==> src/rtl/seq_scan_ctrl_if.sv <==
// Bus bundle for seq_scan_ctrl: config port, word input handshake and serial/match outputs.
// master = word/config source, slave = the scan controller.
interface seq_scan_ctrl_if #(
    parameter int unsigned WORD_W  = 8,
    parameter int unsigned PAT_MAX = 8,
    parameter int unsigned CNT_W   = 8
) ();

    logic               cfg_we;
    logic [PAT_MAX-1:0] cfg_pattern;
    logic [3:0]         cfg_len;
    logic               s_valid;
    logic [WORD_W-1:0]  s_data;
    logic               s_ready;
    logic               bit_out;
    logic               bit_valid;
    logic               match;
    logic [CNT_W-1:0]   match_count;
    logic               busy;
    logic               cfg_err;

    modport master (
        output cfg_we, cfg_pattern, cfg_len, s_valid, s_data,
        input  s_ready, bit_out, bit_valid, match, match_count, busy, cfg_err
    );

    modport slave (
        input  cfg_we, cfg_pattern, cfg_len, s_valid, s_data,
        output s_ready, bit_out, bit_valid, match, match_count, busy, cfg_err
    );

endinterface

==> src/rtl/seq_scan_ctrl.sv <==
// Serial pattern-scan controller: accepts words over valid/ready, shifts them MSB-first one bit
// per clock through an overlapping pattern matcher and counts matches (saturating).
// Optional feature: define SEQ_SCAN_CLR_EN to add a synchronous clr input that clears history,
// bits_seen and match_count and suppresses a coincident match.
module seq_scan_ctrl #(
    parameter int unsigned WORD_W  = 8,
    parameter int unsigned PAT_MAX = 8,
    parameter int unsigned CNT_W   = 8
) (
    input  logic                clk,
    input  logic                reset,
`ifdef SEQ_SCAN_CLR_EN
    input  logic                clr,
`endif
    seq_scan_ctrl_if.slave      bus
);

    localparam int unsigned IdxW    = (WORD_W > 1) ? $clog2(WORD_W) : 1;
    localparam logic [IdxW-1:0] LastIdx = IdxW'(WORD_W - 1);
    localparam logic [3:0]      PatMaxL = 4'(PAT_MAX);

    typedef enum logic [0:0] {StIdle, StShift} state_e;

    state_e state_q, state_d;

    logic [WORD_W-1:0]  shreg_q, shreg_d;
    logic [IdxW-1:0]    bit_idx_q, bit_idx_d;
    logic [PAT_MAX-1:0] history_q, history_d;
    logic [3:0]         bits_seen_q, bits_seen_d;
    logic [PAT_MAX-1:0] pattern_q, pattern_d;
    logic [3:0]         len_q, len_d;
    logic               match_q, match_d;
    logic [CNT_W-1:0]   match_count_q, match_count_d;
    logic               cfg_err_q, cfg_err_d;

    logic [PAT_MAX-1:0] len_mask;
    logic               hit;
    logic               clr_req;

`ifdef SEQ_SCAN_CLR_EN
    assign clr_req = clr;
`else
    assign clr_req = 1'b0;
`endif

    // State register
    always_ff @(posedge clk or posedge reset) begin
        if (reset) begin
            state_q <= StIdle;
        end else begin
            state_q <= state_d;
        end
    end

    // Next-state logic: one IDLE accept cycle followed by WORD_W shift cycles
    always_comb begin
        state_d = state_q;
        unique case (state_q)
            StIdle: begin
                if (bus.s_valid) begin
                    state_d = StShift;
                end
            end
            StShift: begin
                if (bit_idx_q == LastIdx) begin
                    state_d = StIdle;
                end
            end
            default: state_d = StIdle;
        endcase
    end

    // FSM outputs; bit_out is the MSB because the shift register moves left each bit
    always_comb begin
        bus.s_ready   = (state_q == StIdle);
        bus.busy      = (state_q == StShift);
        bus.bit_valid = (state_q == StShift);
        bus.bit_out   = (state_q == StShift) && shreg_q[WORD_W-1];
    end

    // Registered pulses and counter
    always_comb begin
        bus.match       = match_q;
        bus.match_count = match_count_q;
        bus.cfg_err     = cfg_err_q;
    end

    // Low len bits of the pattern participate in the compare
    always_comb begin
        len_mask = '0;
        for (int unsigned i = 0; i < PAT_MAX; i++) begin
            len_mask[i] = (i < 32'(len_q));
        end
    end

    // Datapath next-state: config load, word capture, bit shift, match detect and count
    always_comb begin
        shreg_d       = shreg_q;
        bit_idx_d     = bit_idx_q;
        history_d     = history_q;
        bits_seen_d   = bits_seen_q;
        pattern_d     = pattern_q;
        len_d         = len_q;
        match_d       = 1'b0;
        match_count_d = match_count_q;
        cfg_err_d     = 1'b0;
        hit           = 1'b0;

        // Config is evaluated before the word capture so a coincident word uses the new setup
        if (bus.cfg_we) begin
            if ((state_q == StIdle) && (bus.cfg_len <= PatMaxL)) begin
                pattern_d     = bus.cfg_pattern;
                len_d         = bus.cfg_len;
                history_d     = '0;
                bits_seen_d   = '0;
                match_count_d = '0;
            end else begin
                cfg_err_d = 1'b1;
            end
        end

        if (state_q == StIdle) begin
            if (bus.s_valid) begin
                shreg_d   = bus.s_data;
                bit_idx_d = '0;
            end
        end else begin
            shreg_d   = {shreg_q[WORD_W-2:0], 1'b0};
            bit_idx_d = bit_idx_q + 1'b1;
            history_d = {history_q[PAT_MAX-2:0], shreg_q[WORD_W-1]};
            if (bits_seen_q < PatMaxL) begin
                bits_seen_d = bits_seen_q + 4'd1;
            end
            hit = (len_q != 4'd0) && (bits_seen_d >= len_q) &&
                  (((history_d ^ pattern_q) & len_mask) == '0);
        end

        // clr overrides both the shift update and any match completed this cycle
        if (clr_req) begin
            history_d     = '0;
            bits_seen_d   = '0;
            match_count_d = '0;
            hit           = 1'b0;
        end

        if (hit) begin
            match_d = 1'b1;
            if (match_count_q != {CNT_W{1'b1}}) begin
                match_count_d = match_count_q + 1'b1;
            end
        end
    end

    // Datapath registers
    always_ff @(posedge clk or posedge reset) begin
        if (reset) begin
            shreg_q       <= '0;
            bit_idx_q     <= '0;
            history_q     <= '0;
            bits_seen_q   <= '0;
            pattern_q     <= '0;
            len_q         <= '0;
            match_q       <= 1'b0;
            match_count_q <= '0;
            cfg_err_q     <= 1'b0;
        end else begin
            shreg_q       <= shreg_d;
            bit_idx_q     <= bit_idx_d;
            history_q     <= history_d;
            bits_seen_q   <= bits_seen_d;
            pattern_q     <= pattern_d;
            len_q         <= len_d;
            match_q       <= match_d;
            match_count_q <= match_count_d;
            cfg_err_q     <= cfg_err_d;
        end
    end

endmodule

==> src/flat_wrapper.sv <==
// flat-port wrapper written by rule: the top's interface ports become plain ports
module seq_scan_ctrl_flat 
#(
    parameter int unsigned WORD_W  = 8,
    parameter int unsigned PAT_MAX = 8,
    parameter int unsigned CNT_W   = 8
)
  (clk, reset, bus_cfg_we, bus_cfg_pattern, bus_cfg_len, bus_s_valid, bus_s_data, bus_s_ready, bus_bit_out, bus_bit_valid, bus_match, bus_match_count, bus_busy, bus_cfg_err);
  seq_scan_ctrl_if #(.WORD_W(WORD_W), .PAT_MAX(PAT_MAX), .CNT_W(CNT_W)) bus_i ();
  input  logic clk;
  input  logic reset;
  input wire logic [$bits(bus_i.cfg_we)-1:0] bus_cfg_we;
  input wire logic [$bits(bus_i.cfg_pattern)-1:0] bus_cfg_pattern;
  input wire logic [$bits(bus_i.cfg_len)-1:0] bus_cfg_len;
  input wire logic [$bits(bus_i.s_valid)-1:0] bus_s_valid;
  input wire logic [$bits(bus_i.s_data)-1:0] bus_s_data;
  output wire logic [$bits(bus_i.s_ready)-1:0] bus_s_ready;
  output wire logic [$bits(bus_i.bit_out)-1:0] bus_bit_out;
  output wire logic [$bits(bus_i.bit_valid)-1:0] bus_bit_valid;
  output wire logic [$bits(bus_i.match)-1:0] bus_match;
  output wire logic [$bits(bus_i.match_count)-1:0] bus_match_count;
  output wire logic [$bits(bus_i.busy)-1:0] bus_busy;
  output wire logic [$bits(bus_i.cfg_err)-1:0] bus_cfg_err;
  assign bus_i.cfg_we = bus_cfg_we;
  assign bus_i.cfg_pattern = bus_cfg_pattern;
  assign bus_i.cfg_len = bus_cfg_len;
  assign bus_i.s_valid = bus_s_valid;
  assign bus_i.s_data = bus_s_data;
  assign bus_s_ready = bus_i.s_ready;
  assign bus_bit_out = bus_i.bit_out;
  assign bus_bit_valid = bus_i.bit_valid;
  assign bus_match = bus_i.match;
  assign bus_match_count = bus_i.match_count;
  assign bus_busy = bus_i.busy;
  assign bus_cfg_err = bus_i.cfg_err;
  seq_scan_ctrl #(.WORD_W(WORD_W), .PAT_MAX(PAT_MAX), .CNT_W(CNT_W)) u_core (.clk(clk), .reset(reset), .bus(bus_i));
endmodule
==> config.mk <==
export PLATFORM = sky130hd
export DESIGN_NAME = seq_scan_ctrl_flat
export DESIGN_NICKNAME = d
export VERILOG_FILES = /design/src/rtl/seq_scan_ctrl_if.sv /design/src/rtl/seq_scan_ctrl.sv /design/src/flat_wrapper.sv
export SDC_FILE = /design/constraint.sdc
export NUM_CORES = 1
export LEC_CHECK = 0
export ABC_AREA = 1
export ABC_CLOCK_PERIOD_IN_PS = 2420
export CAP_MARGIN = 0
export CELL_PAD_IN_SITES_DETAIL_PLACEMENT = 0
export CELL_PAD_IN_SITES_GLOBAL_PLACEMENT = 1
export CORE_ASPECT_RATIO = 1.1
export CORE_MARGIN = 5
export CORE_UTILIZATION = 39
export DETAILED_ROUTE_END_ITERATION = 8
export HOLD_SLACK_MARGIN = 0.06
export PLACE_DENSITY = 0.81
export SLEW_MARGIN = 10
export SYNTH_ARGS = -nofsm -noshare
export SYNTH_HDL_FRONTEND = slang
export SYNTH_SLANG_ARGS = --single-unit
export TNS_END_PERCENT = 20
==> constraint.sdc <==
create_clock -name clk -period 2.42 [get_ports clk]
set_clock_uncertainty 0.2 [all_clocks]
set_input_delay 0.484 -clock clk [delete_from_list [all_inputs] [get_ports clk]]
set_output_delay 0.484 -clock clk [all_outputs]
set_load 0.02 [all_outputs]
==> impl_metrics.json <==
{
  "vias": 2077,
  "async_flop_share_pct": 100,
  "clk_latency_ns": 0.30,
  "grt_first_pass_wirelength_mm": 9.25,
  "drive_gt1_share_pct": 13.0,
  "area_delta_synth_final_pct": 32.4,
  "synth_flop_cell": "dfrtp_1",
  "diodes": 0,
  "routedWlPerCell_um": 11.5,
  "gp_congestion": 0.824,
  "setup_tns_ns": 0,
  "powerDensity_nw_per_um2": 1120,
  "cap_violations": 0,
  "place_ws_ns": -0.400,
  "cpPeakStageDelay_ns": 0.62,
  "worst_pin_slew_ns": 0.288,
  "max_slew_margin_pct": 80.7,
  "drt-pass1-iter-count": 5,
  "use_met2_pct": 23.9,
  "ys_seq_area_share_pct": 47.4,
  "syn-num-nets": 347,
  "finalSetupViolCount": 0,
  "cts_tree": "built",
  "cts_htree_levels": 2,
  "period_share_pct": 95.6,
  "cp.required_ns": 1.74,
  "hold_viol": 0,
  "cts_sinks": 45,
  "path_buf_inv": 3,
  "fin_crit_ns": 2.31,
  "grt_pass1_vias": 2103,
  "hp-class": "input pin to flop",
  "syn_avg_cell_area_um2": 7.55,
  "core_area_um2": 5840,
  "final_core_util_pct": 53.9,
  "drt-total-wl_mm": 5.11,
  "drc": 0,
  "grt_overflow": 0,
  "final_common_cell": "nand2_1",
  "die_w_um": 84.4,
  "yosysWarnings": 0,
  "drt_iter0_markers": 64,
  "rsz0062_at_grt": "no",
  "synth_area_um2": 2380,
  "nets": 399,
  "ctsHoldBuffers": 0,
  "crit_arrival_ns": 1.63,
  "synth-seq-cells": 45,
  "mostFrequentLayoutCells": "124 x nand2_1, 45 x dfrtp_1, 38 x inv_1",
  "syn_inst": 315,
  "postLayoutSetupSlackWorst_ns": 0.106,
  "clock_path_buffers": 2,
  "top_usage_layer": "met2",
  "outcome": "completed",
  "rr_worst_depth": 14,
  "critical_path.top_delay_family": "buffers and inverters",
  "die_area_um2": 7760,
  "max_freq_mhz": 432,
  "grtUsageMet1_pct": 18.3,
  "dpl.hpwl_mm": 3.73,
  "critPathMaxFanout": 14,
  "vias_per_cell": 4.67,
  "slowest_stage": "clkdlybuf4s50_1",
  "numPortBuffers": 37,
  "grt_use_met3_pct": 3.49,
  "antenna_found_initial": 0,
  "leakage_nw": 1.65,
  "cp_cell_sequence": "inv_2, buf_4, clkdlybuf4s50_1",
  "critPathCaptureType": "primary output",
  "die-height_um": 91.9,
  "rows": 29,
  "crit_type": "flop to primary output",
  "clk_pin_slew_worst_paths_ns": 0.09,
  "synth_edf_count": 0,
  "hold_path_depth": 3,
  "ys_types": 24,
  "track_usage_pct": 14.4,
  "cp.depth": 3,
  "cts_made_buffers": 5,
  "startpoint_type": "flop",
  "start_util_pct": 40.7,
  "drtAntennaViolNets": 0,
  "root_buffer": "clkbuf_8",
  "peakVddDrop_uv": 511,
  "drv_slew": 0,
  "fin_total_pwr_mw": 3.52,
  "ios": 38,
  "grt_max_degree": 46
}
==> layout make-up <==
type                            instances  area, µm²
Fill cell                             585       2690
Multi-Input combinational cell        220       1140
Sequential cell                        45       1130
Timing Repair Buffer                   51        507
Inverter                               44        165
Tap cell                               77       96.3
Clock buffer                            5       68.8
Clock inverter                          3       46.3
==> power breakdown <==
group / internal, mW / switching, mW / leakage (nW) / total, mW
combinational: 0.729 / 0.964 / 1.02 / 1.69
sequential: 1.04 / 0.209 / 0.579 / 1.25
clock: 0.309 / 0.266 / 0.0543 / 0.575
total: 2.08 / 1.44 / 1.65 / 3.52
==> sequential cells by signal, indices dropped and copies added, names as in the netlist <==
signal,cells
u_core.bit_idx_q,3
u_core.pattern_q,8
u_core.len_q,4
u_core.bus.bit_valid,1
u_core.bus.match_count,8
u_core.bits_seen_q,4
u_core.shreg_q,8
u_core.bus.match,1
u_core.history_q,7
u_core.bus.cfg_err,1
==> through the flow <==
stage | hold slack (ns) | instances | instance area [µm²]
finish | 0.274 | 445 | 3150
global route | 0.288 | 445 | 3150
detailed placement | 0.278 | 434 | 2910
floorplan | 0.253 | 315 | 2380
CTS | 0.294 | 443 | 3050
global placement | 0.279 | 434 | 2910
==> timing repair <==
item,in CTS,in global routing
setup endpoints to repair,8,10
buffers inserted,0,2
pin swaps,2,6
endpoints found under the hold margin,0,0
gates resized for setup,5,23
gates cloned,1,0
==> path summary, 6_finish.rpt <==
path | to | slack [ns] | start
min in group asynchronous | u_core.bus.match_count[1]$_DFF_PP0_ | 0.32 | reset
max reg2reg | u_core.bus.match_count[5]$_DFF_PP0_ | 0.17 | u_core.bits_seen_q[0]$_DFF_PP0_
min reg2reg | u_core.bit_idx_q[0]$_DFFE_PP0P_ | 0.29 | u_core.bit_idx_q[0]$_DFFE_PP0P_
min | u_core.len_q[3]$_DFFE_PP0P_ | 0.27 | bus_cfg_len[3]
max | bus_s_ready | 0.11 | u_core.bus.bit_valid$_DFF_PP0_
max in group asynchronous | u_core.history_q[2]$_DFFE_PP0P_ | 1.49 | reset
==> worst min-delay path, stage by stage <==
cell            delay, ns
dlymetal6s2s_1       0.13
nand2_1              0.06
o21ai_0              0.06
==> cells in the mapped netlist, types with 3 or more instances <==
cell type  count  area (µm²)
nor2_1         7        26.3
nand2_1      130         488
o21ai_0       21         105
ha_1           8         100
xor2_1         3        26.3
dfrtp_1       45        1130
nand3_1       22         110
a22o_1         3        26.3
inv_1         43         161
nand4_1        3        18.8
a21oi_1        4        20.0
o22ai_1        6        37.5
clkbuf_1       3        11.3
==> metal layers <==
layer	routed length, µm	part of all wire, %	vias up
li1	-	-	1088
met1	2490	49	933
met2	2260	44	48
met3	278	5.4	8
met4	87	1.7	0
met5	0	0	-
==> logic make-up after synthesis <==
logic type	share of synthesized area [%]
AOI/OAI and AO/OA	8.58
and+or+nand+nor	29.5
buffers and inverters	8.47
DFF	47.4
xor gates and xnor gates	1.84
adders and majority gates	4.21
Power figures use the tool's default switching activity.
